$ cat config.mk
export PLATFORM = sky130hd
export DESIGN_NAME = branch_resolve
export DESIGN_NICKNAME = d
export VERILOG_FILES = /design/src/rtl/simplerisc_pkg.sv /design/src/rtl/branch_cond.sv /design/src/rtl/branch_resolve.sv
export SDC_FILE = /design/constraint.sdc
export NUM_CORES = 1
export LEC_CHECK = 0
export ABC_CLOCK_PERIOD_IN_PS = 3100
export CAP_MARGIN = 10
export CELL_PAD_IN_SITES_DETAIL_PLACEMENT = 2
export CELL_PAD_IN_SITES_GLOBAL_PLACEMENT = 2
export CORE_MARGIN = 8
export CORE_UTILIZATION = 25
export CTS_CLUSTER_DIAMETER = 80
export CTS_CLUSTER_SIZE = 16
export DETAILED_ROUTE_END_ITERATION = 8
export PLACE_DENSITY_LB_ADDON = 0.1
export SYNTH_ARGS = -nofsm -noshare
export SYNTH_HDL_FRONTEND = slang
export SYNTH_SLANG_ARGS = --single-unit
$ cat constraint.sdc
create_clock -name clk -period 3.1 [get_ports clk]
set_input_delay 0.465 -clock clk [delete_from_list [all_inputs] [get_ports clk]]
set_output_delay 0.465 -clock clk [all_outputs]
set_load 0.05 [all_outputs]
$ cat src/rtl/simplerisc_pkg.sv
// Shared SimpleRISC definitions: branch-class opcodes and the branch-resolve FSM encoding.
package simplerisc_pkg;

  localparam logic [4:0] OP_CMP  = 5'b00101;
  localparam logic [4:0] OP_BEQ  = 5'b10000;
  localparam logic [4:0] OP_BGT  = 5'b10001;
  localparam logic [4:0] OP_B    = 5'b10010;
  localparam logic [4:0] OP_CALL = 5'b10011;
  localparam logic [4:0] OP_RET  = 5'b10100;

  typedef enum logic {
    ST_IDLE  = 1'b0,
    ST_FLUSH = 1'b1
  } state_t;

endpackage

$ cat src/rtl/branch_cond.sv
// Combinational branch decision: opcode plus last-CMP flags -> taken, and whether
// the target comes from ra (ret) rather than the PC-relative target.
module branch_cond
  import simplerisc_pkg::*;
(
  input  logic [4:0] opcode,
  input  logic       gt_flag,
  input  logic       eq_flag,
  output logic       taken,
  output logic       use_ra
);

  always_comb begin
    taken  = 1'b0;
    use_ra = 1'b0;
    case (opcode)
      OP_BEQ:        taken = eq_flag;
      OP_BGT:        taken = gt_flag;
      OP_B, OP_CALL: taken = 1'b1;
      OP_RET: begin
        taken  = 1'b1;
        use_ra = 1'b1;
      end
      default: begin
        taken  = 1'b0;
        use_ra = 1'b0;
      end
    endcase
  end

endmodule

$ cat src/rtl/branch_resolve.sv
// EX-stage branch resolution: registered one-cycle redirect, IF/OF squash sequence
// that freezes under stall, and a saturating taken-branch counter.
module branch_resolve
  import simplerisc_pkg::*;
#(
  parameter int DATA_W       = 32,
  parameter int FLUSH_CYCLES = 2,
  parameter int CNT_W        = 16
) (
  input  logic              clk,
  input  logic              rst_n,
  input  logic              ex_valid,
  input  logic [4:0]        ex_opcode,
  input  logic [DATA_W-1:0] ex_branch_target,
  input  logic [DATA_W-1:0] ex_ra_val,
  input  logic              GT_flag,
  input  logic              EQ_flag,
  input  logic              stall,
  output logic              isBranchTaken,
  output logic [DATA_W-1:0] branch_pc,
  output logic              flush_if,
  output logic              flush_of,
  output logic              busy,
  output logic [CNT_W-1:0]  taken_count
);

  localparam logic [2:0] CNT_INIT = 3'(FLUSH_CYCLES - 1);

  state_t     state;
  logic [2:0] cnt;
  logic       taken;
  logic       use_ra;
  logic       resolve;

  branch_cond u_cond (
    .opcode  (ex_opcode),
    .gt_flag (GT_flag),
    .eq_flag (EQ_flag),
    .taken   (taken),
    .use_ra  (use_ra)
  );

  // Instructions seen in EX while flushing are wrong-path and must never resolve.
  assign resolve = (state == ST_IDLE) && ex_valid && !stall && taken;

  always_ff @(posedge clk or negedge rst_n) begin
    if (!rst_n) begin
      state         <= ST_IDLE;
      cnt           <= 3'd0;
      isBranchTaken <= 1'b0;
      branch_pc     <= '0;
      flush_if      <= 1'b0;
      flush_of      <= 1'b0;
      busy          <= 1'b0;
      taken_count   <= '0;
    end else begin
      isBranchTaken <= 1'b0;
      case (state)
        ST_IDLE: begin
          if (resolve) begin
            state         <= ST_FLUSH;
            cnt           <= CNT_INIT;
            isBranchTaken <= 1'b1;
            branch_pc     <= use_ra ? ex_ra_val : ex_branch_target;
            flush_if      <= 1'b1;
            flush_of      <= 1'b1;
            busy          <= 1'b1;
            if (taken_count != {CNT_W{1'b1}})
              taken_count <= taken_count + CNT_W'(1);
          end
        end
        ST_FLUSH: begin
          if (!stall) begin
            if (cnt == 3'd0) begin
              state    <= ST_IDLE;
              flush_if <= 1'b0;
              flush_of <= 1'b0;
              busy     <= 1'b0;
            end else begin
              cnt <= cnt - 3'd1;
            end
          end
        end
        default: state <= ST_IDLE;
      endcase
    end
  end

endmodule

==> impl_metrics.xml <==
<?xml version="1.0" encoding="UTF-8"?>
<metrics>
  <group name="outcome">
    <metric name="status" unit="">complete, no violations</metric>
  </group>
  <group name="synthesis">
    <metric name="synthTopCellsByCount" unit="">sky130_fd_sc_hd__dfrtp_1, sky130_fd_sc_hd__nand2_1, sky130_fd_sc_hd__o21ai_0, sky130_fd_sc_hd__mux2i_1, sky130_fd_sc_hd__inv_1</metric>
    <metric name="ys_seq_area_frac" unit="">0.523</metric>
    <metric name="synth-edff-count" unit="">0</metric>
    <metric name="synth.yosys.warnings" unit="">0</metric>
    <metric name="synthesized_netlist_net_count" unit="">328</metric>
    <metric name="synth.cell_area" unit="mm^2">0.00258</metric>
    <metric name="synth_top_cells_by_area" unit="">sky130_fd_sc_hd__dfrtp_1, sky130_fd_sc_hd__mux2i_1, sky130_fd_sc_hd__o21ai_0</metric>
    <metric name="synth_cell_types" unit="">33</metric>
    <metric name="ys_flop_type" unit="">sky130_fd_sc_hd__dfrtp_1</metric>
    <metric name="synth_area_leader_cell" unit="">sky130_fd_sc_hd__dfrtp_1</metric>
    <metric name="syn_avg_cell_area" unit="um^2">10.3</metric>
    <metric name="async_flop_share" unit="">1.00</metric>
    <metric name="yosysTopAreaCellShare" unit="">0.523</metric>
    <metric name="post-synth-top-count-cell" unit="">sky130_fd_sc_hd__dfrtp_1</metric>
    <metric name="synth.ff_latch_count" unit="">54</metric>
    <metric name="number_of_instances_in_the_synthesized_netlist" unit="">250</metric>
  </group>
  <group name="grt">
    <metric name="grt_usage" unit="">0.128</metric>
    <metric name="grt_first_pass_wirelength" unit="um">14500</metric>
    <metric name="via_count_of_the_first_global_routing_pass" unit="">2691</metric>
    <metric name="antenna_found_initial" unit="">0</metric>
    <metric name="grt.overflow.total" unit="">0</metric>
    <metric name="grt_start_max_net_pins" unit="">48</metric>
  </group>
  <group name="flow_run">
    <metric name="cap_violations" unit="">0</metric>
  </group>
  <group name="critical_path">
    <metric name="critPathKind" unit="">flip-flop to primary output</metric>
    <metric name="critical_path.reg2reg.endpoint" unit="">taken_count[8]</metric>
    <metric name="slowest_stage" unit="">sky130_fd_sc_hd__clkdlybuf4s50_1</metric>
    <metric name="endpoint_kind" unit="">primary output</metric>
    <metric name="worstPathRequired" unit="ns">2.63</metric>
    <metric name="ff2ff_setup_slack" unit="ns">1.18</metric>
    <metric name="critical_path.top_delay_family" unit="">buffers and inverters</metric>
    <metric name="crit_chain" unit="">clkdlybuf4s50_1</metric>
    <metric name="critPathArrivalTime" unit="ns">1.66</metric>
    <metric name="worstSetupStartpointType" unit="">flip-flop</metric>
    <metric name="rr_startpoint" unit="">taken_count[0]</metric>
    <metric name="critical_path.max_stage_delay" unit="ns">0.87</metric>
    <metric name="crit_path_max_fanout" unit="">6</metric>
    <metric name="ff2ff_path_depth" unit="">6</metric>
    <metric name="critPathBufInv" unit="">1</metric>
  </group>
  <group name="timing">
    <metric name="finalSetupViolations" unit="">0</metric>
    <metric name="max_freq" unit="MHz">470</metric>
    <metric name="grt_setup_unrepaired" unit="">false</metric>
    <metric name="layout_min_cycle_time" unit="ns">2.13</metric>
    <metric name="final.period_utilization" unit="">0.686</metric>
    <metric name="final_hold_viol_count" unit="">0</metric>
    <metric name="worst_pin_slew" unit="ns">0.608</metric>
    <metric name="hold_slack" unit="ns">0.159</metric>
    <metric name="setup_total_negative_slack" unit="ns">0</metric>
    <metric name="slew-limit-headroom" unit="">0.595</metric>
    <metric name="slew_viol_final" unit="">0</metric>
    <metric name="clock-skew-final" unit="ns">0.00682</metric>
  </group>
  <group name="final_layout">
    <metric name="layout-area-overhead-vs-synth" unit="%">57.5</metric>
    <metric name="antenna-diode-count" unit="">0</metric>
    <metric name="final-seq-area" unit="mm^2">0.00135</metric>
    <metric name="fill_cells" unit="">1124</metric>
    <metric name="final-instance-count-excl-fill" unit="">510</metric>
    <metric name="nNetsFinal" unit="">453</metric>
    <metric name="multi_input_comb_area" unit="mm^2">0.00114</metric>
    <metric name="final_layout_size_suffix_gt1_frac" unit="">0.0615</metric>
  </group>
  <group name="clock_network">
    <metric name="clock_tree_from_tritoncts" unit="">built</metric>
    <metric name="cts_inserted_buffers" unit="">5</metric>
    <metric name="cts_htree_levels" unit="">2</metric>
    <metric name="reg_clk_slew_reported_paths" unit="ns">0.10</metric>
    <metric name="worstSkewPairLatency" unit="ns">0.31</metric>
    <metric name="cts_resized" unit="">0</metric>
    <metric name="post-cts-setup-buffer-count" unit="">0</metric>
    <metric name="clk_root_buffer_cell" unit="">sky130_fd_sc_hd__clkbuf_8</metric>
    <metric name="cts.path.max_buffers" unit="">2</metric>
    <metric name="cts_hold_buffers" unit="">0</metric>
    <metric name="cts_sinks" unit="">54</metric>
  </group>
  <group name="floorplan">
    <metric name="horizontal_die_dimension" unit="um">118</metric>
    <metric name="core" unit="mm^2">0.0102</metric>
    <metric name="placementRows" unit="">37</metric>
    <metric name="die_area" unit="mm^2">0.0138</metric>
    <metric name="num_io_pins" unit="">127</metric>
    <metric name="initial_utilization" unit="">0.254</metric>
    <metric name="floorplan.die.height" unit="um">118</metric>
  </group>
  <group name="power">
    <metric name="peakVddDrop" unit="V">0.000283</metric>
    <metric name="cellPowerDensity" unit="mW/mm^2">750</metric>
    <metric name="power.static_leakage" unit="nW">1.95</metric>
  </group>
  <group name="detailed_routing">
    <metric name="avgViaCountPerCell" unit="">4.53</metric>
    <metric name="dr.first_iter.drc_count" unit="">37</metric>
    <metric name="postRouteAntennaNets" unit="">0</metric>
    <metric name="drc" unit="">0</metric>
    <metric name="routed_wire_length_per_instance" unit="um">17.1</metric>
    <metric name="postRouteWirelength" unit="um">8730</metric>
    <metric name="total_number_of_vias" unit="">2312</metric>
    <metric name="drt-pass1-iter-count" unit="">4</metric>
  </group>
  <group name="min_path">
    <metric name="worstHoldPathType" unit="">input pin to async pin</metric>
  </group>
  <group name="placement">
    <metric name="portBuffers" unit="">126</metric>
    <metric name="place.detailed.instances" unit="">504</metric>
    <metric name="placed_wire_length_estimate" unit="um">7020</metric>
    <metric name="gp_congestion" unit="">0.712</metric>
  </group>
</metrics>
-- sequential cells by signal, summed over array words and instances, names as in the netlist --
name	count
branch_pc	32
taken_count	16
cnt	3
busy	1
isBranchTaken	1
state	1
-- per-stage QoR --
stage               total power, mW  instance area (um^2)   util  worst slack (ns)
floorplan                      2.05                  2580      -             0.998
global placement               2.66                  3990  0.391             0.690
detailed placement             2.70                  3990  0.391             0.620
CTS                            3.11                  4070  0.399             0.950
global route                   3.23                  4070  0.399             0.820
finish                         3.05                  4070  0.399             0.973
-- layer usage --
layer  up-vias  GRT usage  part of all wire
met5         -          0                 0
met4         0     0.0312            0.0097
met3         6     0.0369             0.052
met2        71      0.222              0.50
met1      1131      0.153              0.44
li1       1104          -                 -
-- placed cells by master, fill, tap and decap left out, types with 2 or more instances in the layout --
| cell type | Yosys | final |
|---|---|---|
| sky130_fd_sc_hd__mux2i_1 | 33 | 33 |
| sky130_fd_sc_hd__nor2_1 | 6 | 6 |
| sky130_fd_sc_hd__buf_4 | 2 | 4 |
| sky130_fd_sc_hd__inv_1 | 9 | 9 |
| sky130_fd_sc_hd__nand3_1 | 6 | 5 |
| sky130_fd_sc_hd__nand4_1 | 3 | 3 |
| sky130_fd_sc_hd__clkdlybuf4s50_1 | 0 | 125 |
| sky130_fd_sc_hd__nand2_1 | 44 | 43 |
| sky130_fd_sc_hd__xor2_1 | 8 | 8 |
| sky130_fd_sc_hd__dfrtp_1 | 54 | 54 |
| sky130_fd_sc_hd__nand3_2 | 1 | 2 |
| sky130_fd_sc_hd__nand4_2 | 2 | 2 |
| sky130_fd_sc_hd__ha_1 | 3 | 3 |
| sky130_fd_sc_hd__nor4_1 | 3 | 3 |
| sky130_fd_sc_hd__xnor2_1 | 6 | 6 |
| sky130_fd_sc_hd__a22o_1 | 2 | 2 |
| sky130_fd_sc_hd__nor3_1 | 6 | 6 |
| sky130_fd_sc_hd__clkbuf_8 | 0 | 6 |
| sky130_fd_sc_hd__o21ai_0 | 37 | 37 |
| sky130_fd_sc_hd__or3_1 | 2 | 2 |
-- area by class of cell --
cell class / instances / area share
inverter: 9 / 0.00831
clock buffer: 6 / 0.0203
tap: 136 / 0.0418
sequential: 54 / 0.332
multi-input combinational: 175 / 0.281
timing repair buffer: 130 / 0.316
-- kinds of logic (layout without fill, tap and decap cells) --
group / Yosys count / after routing / synth area share
XOR/XNOR: 14 / 14 / 0.0475
flip-flops: 54 / 54 / 0.523
adder cells (fa/ha/maj): 3 / 3 / 0.0145
AO/OA/AOI/OAI: 42 / 42 / 0.0858
AND/OR/NAND/NOR: 82 / 82 / 0.160
multiplexers: 34 / 34 / 0.132
buffers and inverters: 21 / 145 / 0.0368
-- how the worst max path moves through the flow --
| stage | startpoint | end | slack (ns) | cells after the start |
|---|---|---|---|---|
| 6_report | taken_count[12] | taken_count[12] | 0.97 | 1 |
| 2_1_floorplan | taken_count[0] | taken_count[11] | 1.0 | 6 |
| 5_1_grt | ex_opcode[2] | cnt[0] | 0.82 | 8 |
| 3_5_place_dp | ex_opcode[2] | cnt[0] | 0.62 | 8 |
| 4_1_cts | taken_count[12] | taken_count[12] | 0.95 | 1 |
| 3_3_place_gp | ex_opcode[0] | cnt[0] | 0.69 | 8 |
-- where the power goes --
group | internal [mW] | leakage, nW | switching, mW
Clock | 0.173 | 0.0431 | 0.228
Sequential | 0.917 | 0.692 | 0.133
Combinational | 0.550 | 1.22 | 1.05
Total | 1.64 | 1.95 | 1.41
Power figures use the tool's default switching activity.
